[config.mk]
export PLATFORM = sky130hd
export DESIGN_NAME = serial_parity_rx
export DESIGN_NICKNAME = d
export VERILOG_FILES = /design/src/rtl/serial_parity_rx.sv
export SDC_FILE = /design/constraint.sdc
export NUM_CORES = 1
export LEC_CHECK = 0
export ABC_AREA = 1
export CAP_MARGIN = 0
export CORE_AREA = 2 2 48 50
export CTS_CLUSTER_SIZE = 20
export DETAILED_ROUTE_END_ITERATION = 10
export DIE_AREA = 0 0 50 52
export DONT_BUFFER_PORTS = 1
export HOLD_SLACK_MARGIN = 0.15
export PLACE_DENSITY_LB_ADDON = 0.05
export SYNTH_ARGS = -nofsm -noshare
export SYNTH_HDL_FRONTEND = slang
export SYNTH_SLANG_ARGS = --single-unit
[constraint.sdc]
create_clock -name clk -period 2.4 [get_ports clk]
set_input_delay 0.36 -clock clk [delete_from_list [all_inputs] [get_ports clk]]
set_output_delay 0.36 -clock clk [all_outputs]
set_load 0.03 [all_outputs]
[src/rtl/serial_parity_rx.sv]
// serial_parity_rx: start/data(LSB first)/parity/stop frame receiver with XOR parity and framing checks
module serial_parity_rx #(
  parameter int DATA_W     = 8,
  parameter bit PARITY_ODD = 1'b0
) (
  input  logic              clk,
  input  logic              rst,
  input  logic              bit_en,
  input  logic              rx,
  output logic [DATA_W-1:0] data_out,
  output logic              data_valid,
  output logic              parity_err,
  output logic              frame_err,
  output logic              busy
);
  localparam int CW = $clog2(DATA_W) + 1;
  typedef enum logic [1:0] {IDLE, DATA, PARITY, STOP} state_t;
  state_t            state_q, state_d;
  logic [CW-1:0]     cnt_q, cnt_d;
  logic [DATA_W-1:0] shift_q, shift_d, data_q, data_d;
  logic              par_q, par_d, mis_q, mis_d;
  logic              valid_q, valid_d, perr_q, perr_d, ferr_q, ferr_d, busy_q, busy_d;
  always_comb begin
    state_d = state_q;
    cnt_d   = cnt_q;
    shift_d = shift_q;
    data_d  = data_q;
    par_d   = par_q;
    mis_d   = mis_q;
    valid_d = 1'b0;
    perr_d  = 1'b0;
    ferr_d  = 1'b0;
    if (bit_en) begin
      case (state_q)
        IDLE: if (!rx) begin
          state_d = DATA;
          cnt_d   = '0;
          par_d   = 1'b0;
        end
        DATA: begin
          // concatenate-and-shift keeps DATA_W=1 legal
          shift_d = DATA_W'({rx, shift_q} >> 1);
          par_d   = par_q ^ rx;
          cnt_d   = cnt_q + CW'(1);
          state_d = (cnt_q == CW'(DATA_W - 1)) ? PARITY : DATA;
        end
        PARITY: begin
          mis_d   = rx ^ par_q ^ PARITY_ODD;
          state_d = STOP;
        end
        default: begin
          data_d  = rx ? shift_q : data_q;
          valid_d = rx;
          perr_d  = rx & mis_q;
          ferr_d  = !rx;
          state_d = IDLE;
        end
      endcase
    end
    busy_d = state_d != IDLE;
  end
  always_ff @(posedge clk) begin
    if (rst) begin
      state_q <= IDLE;
      cnt_q   <= '0;
      shift_q <= '0;
      data_q  <= '0;
      par_q   <= 1'b0;
      mis_q   <= 1'b0;
      valid_q <= 1'b0;
      perr_q  <= 1'b0;
      ferr_q  <= 1'b0;
      busy_q  <= 1'b0;
    end else begin
      state_q <= state_d;
      cnt_q   <= cnt_d;
      shift_q <= shift_d;
      data_q  <= data_d;
      par_q   <= par_d;
      mis_q   <= mis_d;
      valid_q <= valid_d;
      perr_q  <= perr_d;
      ferr_q  <= ferr_d;
      busy_q  <= busy_d;
    end
  end
  assign data_out   = data_q;
  assign data_valid = valid_q;
  assign parity_err = perr_q;
  assign frame_err  = ferr_q;
  assign busy       = busy_q;
endmodule

### After elaboration in Yosys (flattened, before gate mapping)

Index checks and enable logic that the tools add are counted.

* add/sub/neg operators: 1
* equal/unequal tests: 4
* muxes and demuxes: 8
* bitwise logic cells: 4
* reductions and logical operators: 10

Operators by type and width (number)
* $pmux W4 S2: 1
* $mux W2: 3
* $pmux W2 S3: 1
* $reduce_and A3 Y1: 2
* $reduce_or A5 Y1: 1
* $add A4 B1 Y4 const B: 1
* $eq A4 B3 Y1 const B: 1
* $mux W4: 1
* $reduce_and A2 Y1: 2
* $reduce_bool A2 Y1: 2
* $reduce_or A3 Y1: 1
* $eq A2 B1 Y1 const B: 1
* $eq A2 B2 Y1 const B: 1
* $logic_not A2 Y1: 1
* $ne A2 B2 Y1 const B: 1
* $not A1 Y1: 2
* $pmux W1 S2: 1
* $and A1 B1 Y1: 1
* $logic_not A1 Y1: 1
* $mux W1: 1
* $xor A1 B1 Y1: 1

* flip-flop bits (word level): 28

### Logic depth before layout (Yosys ltp)

* depth in word-level cells: 5
* depth in mapped cells: 7
* gate-level depth less buffers: 6

### Least setup slack after synthesis

No wires, ideal clock.

* path kind: reg2reg
* start: register state_q[1]
* end: register shift_q[0]
* data arrival time: 0.937 ns
* required time: 2.284 ns
* slack: 1.347 ns
* cell stages (with the launch flop): 7
* buffers on the path: 2
* period minus slack after synthesis: 1.053 ns
* cells stage by stage: dfxtp_1 buf_4 inv_2 nand3_2 buf_4 o21ai_0 nor2_1

* word-level cells in the longest chain between the ends: 2

Ends and longest elaborated chain
* start, declared: RTL line 18 `state_t state_q, state_d;`
* start signal, assigned: RTL line 75 `state_q <= state_d;`
* $eq A2 B1 Y1: RTL line 34 `case (state_q)`
* $reduce_and A2 Y1 (no line)
* end signal, assigned: RTL line 77 `shift_q <= shift_d;`
* end, declared: RTL line 20 `logic [DATA_W-1:0] shift_q, shift_d, data_q, data_d;`

Every way passes these cells.
A chain may end at the register's enable or synchronous reset.

### Final worst setup path

* start: register state_q[1]
* end: register state_q[1]

* word-level cells in the longest chain between the ends: 3

Ends and longest elaborated chain
* $eq A2 B2 Y1 (tied with other cells): RTL line 34
* $pmux W2 S3: RTL line 34
* $mux W2 (*): RTL line 33 `if (bit_en) begin`

Mark *: on every way between the ends. The rest lies on a longest branch, timed or not.

==> run metrics <==
hpwl dp=between 1000 and 1500 um; crit path time final=~1.4 ns; die span in y=roughly 52 um; Post-synth EDFFs=0; Req. time, crit path=approximately 2.6 ns; final antenna-violating net count=0; met2 GRT Util=between 20% and 30%; Crit-path slowest cell=dfxtp_1; Max-slew headroom=around 72%; critical path cell sequence=inv_2 -> nand3_2 -> nor2_1 -> o21ai_0 -> inv_1; Reg-to-Reg End=state_q[1]$_SDFF_PP0_; Synth area leader=dfxtp_1; area occupied by multi-input gates=about 480 um2; FF+latch area=roughly 560 um2; initial antenna violation count=0; initial DRC count=18; syn_nets=144; DRC errors left=0; Power, Total=~0.85 mW; fillers=approximately 200; met3 Use GR=3.74%; drt wl/cell=between 10 and 15 um; Root Driver=clkbuf_4; GR Util All Layers=16.3%; Setup Viol. Count Final=0; outcome=finished clean; Placed Instances=roughly 160; Worst Hold Endpoint=cnt_q[2]$_SDFFE_PP0P_; Synth area leaders=dfxtp_1, nor2_1, o21ai_0, nand3_1, nand2_1; vias in the first global route=737; power per cell area=around 720 nW/um2; Diodes inserted=0; slowest cell delay on critical path=0.59 ns; CTS tree=yes; clock latency on the worst-skew pair=~0.32 ns; Synth Area per Inst=around 8 um2; Max Freq=between 700 and 800 MHz; Clk pin slew, worst setup/hold paths=~0.15 ns; drt via density=4.96; Max IR drop VDD=around 0.00034 V; Synth Instances=between 100 and 150; CTS Buffer Depth=2; R2R cell count=5; CP endpoint kind=flip-flop; pin count of the biggest net entering global routing=20; io pins=16; die width=approximately 50 um; Crit Path Class=reg2reg; mapped cell area=about 1100 um2; initial core utilization=between 50% and 60%; Worst R2R Start=state_q[1]$_SDFF_PP0_; RSZ-0062 raised after global routing=no; Leak=0.480 nW; 1st-pass router iterations=4; row count=17; period utilization=between 50% and 60%; setup tns final=0 ns; Hold Violations, Final=0; layout cell share with drive strength beyond 1=9.29%; startpoint types=flip-flop; vias post-DR=833; maxcap violations=0; Critical Path Fanout Max=12; crit path DAT=between 1.5 and 2 ns; GRT overflow=0; core area=about 2100 um2; Final Max Slew Viols=0; Seq/Total Area, Yosys=between 50% and 60%; yosys warns=0; TritonCTS Buffers=3; Layout Nets=between 100 and 150; post-synthesis cell type count=22; Placed Area=1110 um2; htree depth=1; type of the tightest min-delay check=in2reg; FF+latch count, synth=28; FFs w/ async S/R, synth=0%; most used routing layer=met2; Synth top area share=about 50%; Synth Flop Type=dfxtp_1; setup slack, reg-to-reg=roughly 1.0 ns; TritonCTS Sinks=28; global-route wire length before repair=between 3000 and 4000 um; min-delay src=rst; Clock Skew=between 0.0015 and 0.002 ns; Routability Congestion=0.796; Buffers on Ports=0; met1 usage in global routing=a little over a fifth; Layout Cell Area excl Fill=between 1000 and 1500 um2; DRT Wirelength=approximately 1900 um; Die ar.=about 2600 um2; WHS Path Cells=3; Post-Layout Cell Count=between 150 and 200; area delta synth->final=6.64%; Worst Max-Slew Pin Slew=0.417 ns
==> power by group <==
| group | internal, mW | switching, mW |
|---|---|---|
| sequential | 0.478 | 0.0144 |
| combinational | 0.0210 | 0.0340 |
| clock | 0.169 | 0.137 |
| total | 0.668 | 0.185 |
==> synthesized netlist by cell type (2+ instances only) <==
| master | n |
|---|---|
| nand2_1 | 10 |
| nand3_1 | 9 |
| inv_2 | 2 |
| dfxtp_1 | 28 |
| inv_1 | 7 |
| buf_4 | 4 |
| nor2_1 | 42 |
| a21oi_1 | 6 |
| o21ai_1 | 2 |
| nand3_2 | 2 |
| o21ai_0 | 16 |
==> cells in the final DEF (no fill, tap or decap) <==
cell type and instances:
a211oi_2 1, a21oi_1 6, a31oi_1 1, bufinv_16 1
clkbuf_4 3, dfxtp_1 28, dlygate4sd3_1 2, ha_1 1
inv_1 7, inv_2 2, nand2_1 10, nand2_2 1
nand2_4 1, nand3_1 9, nand3_2 2, nand3b_1 1
nand4_1 1, nand4_2 1, nor2_1 42, nor2_8 1
o21ai_0 16, o21ai_1 2, xor2_1 1
==> through the flow <==
stage / setup WS (ns) / util, % / hold slack (ns)
after global placement: 1.11 / 52.9 / 0.432
after CTS: 1.03 / 56.3 / 0.169
after global routing: 0.903 / 56.3 / 0.173
after floorplan: 1.35 / - / 0.415
final: 1.01 / 56.3 / 0.181
after detailed placement: 1.05 / 52.9 / 0.435
==> how the worst max path moves through the flow <==
stage	end	slack, ns	start	cells after the start
after floorplan	shift_q[0]$_SDFFE_PP0P_	1.35	state_q[1]$_SDFF_PP0_	6
after global placement	state_q[1]$_SDFF_PP0_	1.11	state_q[1]$_SDFF_PP0_	5
after detailed placement	busy$_SDFF_PP0_	1.05	state_q[1]$_SDFF_PP0_	5
after CTS	state_q[1]$_SDFF_PP0_	1.03	state_q[1]$_SDFF_PP0_	5
after global routing	data_out[3]$_SDFFE_PP0P_	0.90	state_q[1]$_SDFF_PP0_	4
final	state_q[1]$_SDFF_PP0_	1.01	state_q[1]$_SDFF_PP0_	5
==> sequential cells by signal, indices dropped and copies added (netlist names) <==
name / flops
mis_q: 1
data_out: 8
frame_err: 1
par_q: 1
parity_err: 1
cnt_q: 4
shift_q: 8
state_q: 2
busy: 1
data_valid: 1
==> cell families after synthesis <==
kind of cell / synth area share (%)
fa+ha+maj: 1.12
flops: 50.4
buf+inv: 6.07
xor+xnor: 0.788
simple gates: 29.1
compound gates: 12.5
==> metal layers <==
metal,vias to the layer above,routed length [um],share of wire [%]
met5,-,0,0
li1,453,-,-
met3,2,75,3.9
met1,367,1010,52
met4,0,16,0.82
met2,11,850,44
==> layout make-up <==
class / count / share of cell area, %
repair buffers: 2 / 1.69
well taps: 28 / 2.95
multi-input cells: 97 / 40.8
clock inverters: 1 / 2.53
inverters: 9 / 2.85
flip-flops and latches: 28 / 47.3
clock buffers: 3 / 1.90
==> worst max-delay path: cells and delay by family (launching register included) <==
kind                   cells  cell delay [ns]
AO/OA/AOI/OAI              1             0.23
buffers and inverters      2             0.19
flip-flops                 1             0.59
AND/OR/NAND/NOR            2             0.28
==> timing repair <==
action	CTS	global route
buffers inserted	0	0
hold buffers	2	0
resized for setup	0	0
hold endpoints to repair	7	0
Power figures use the tool's default switching activity.
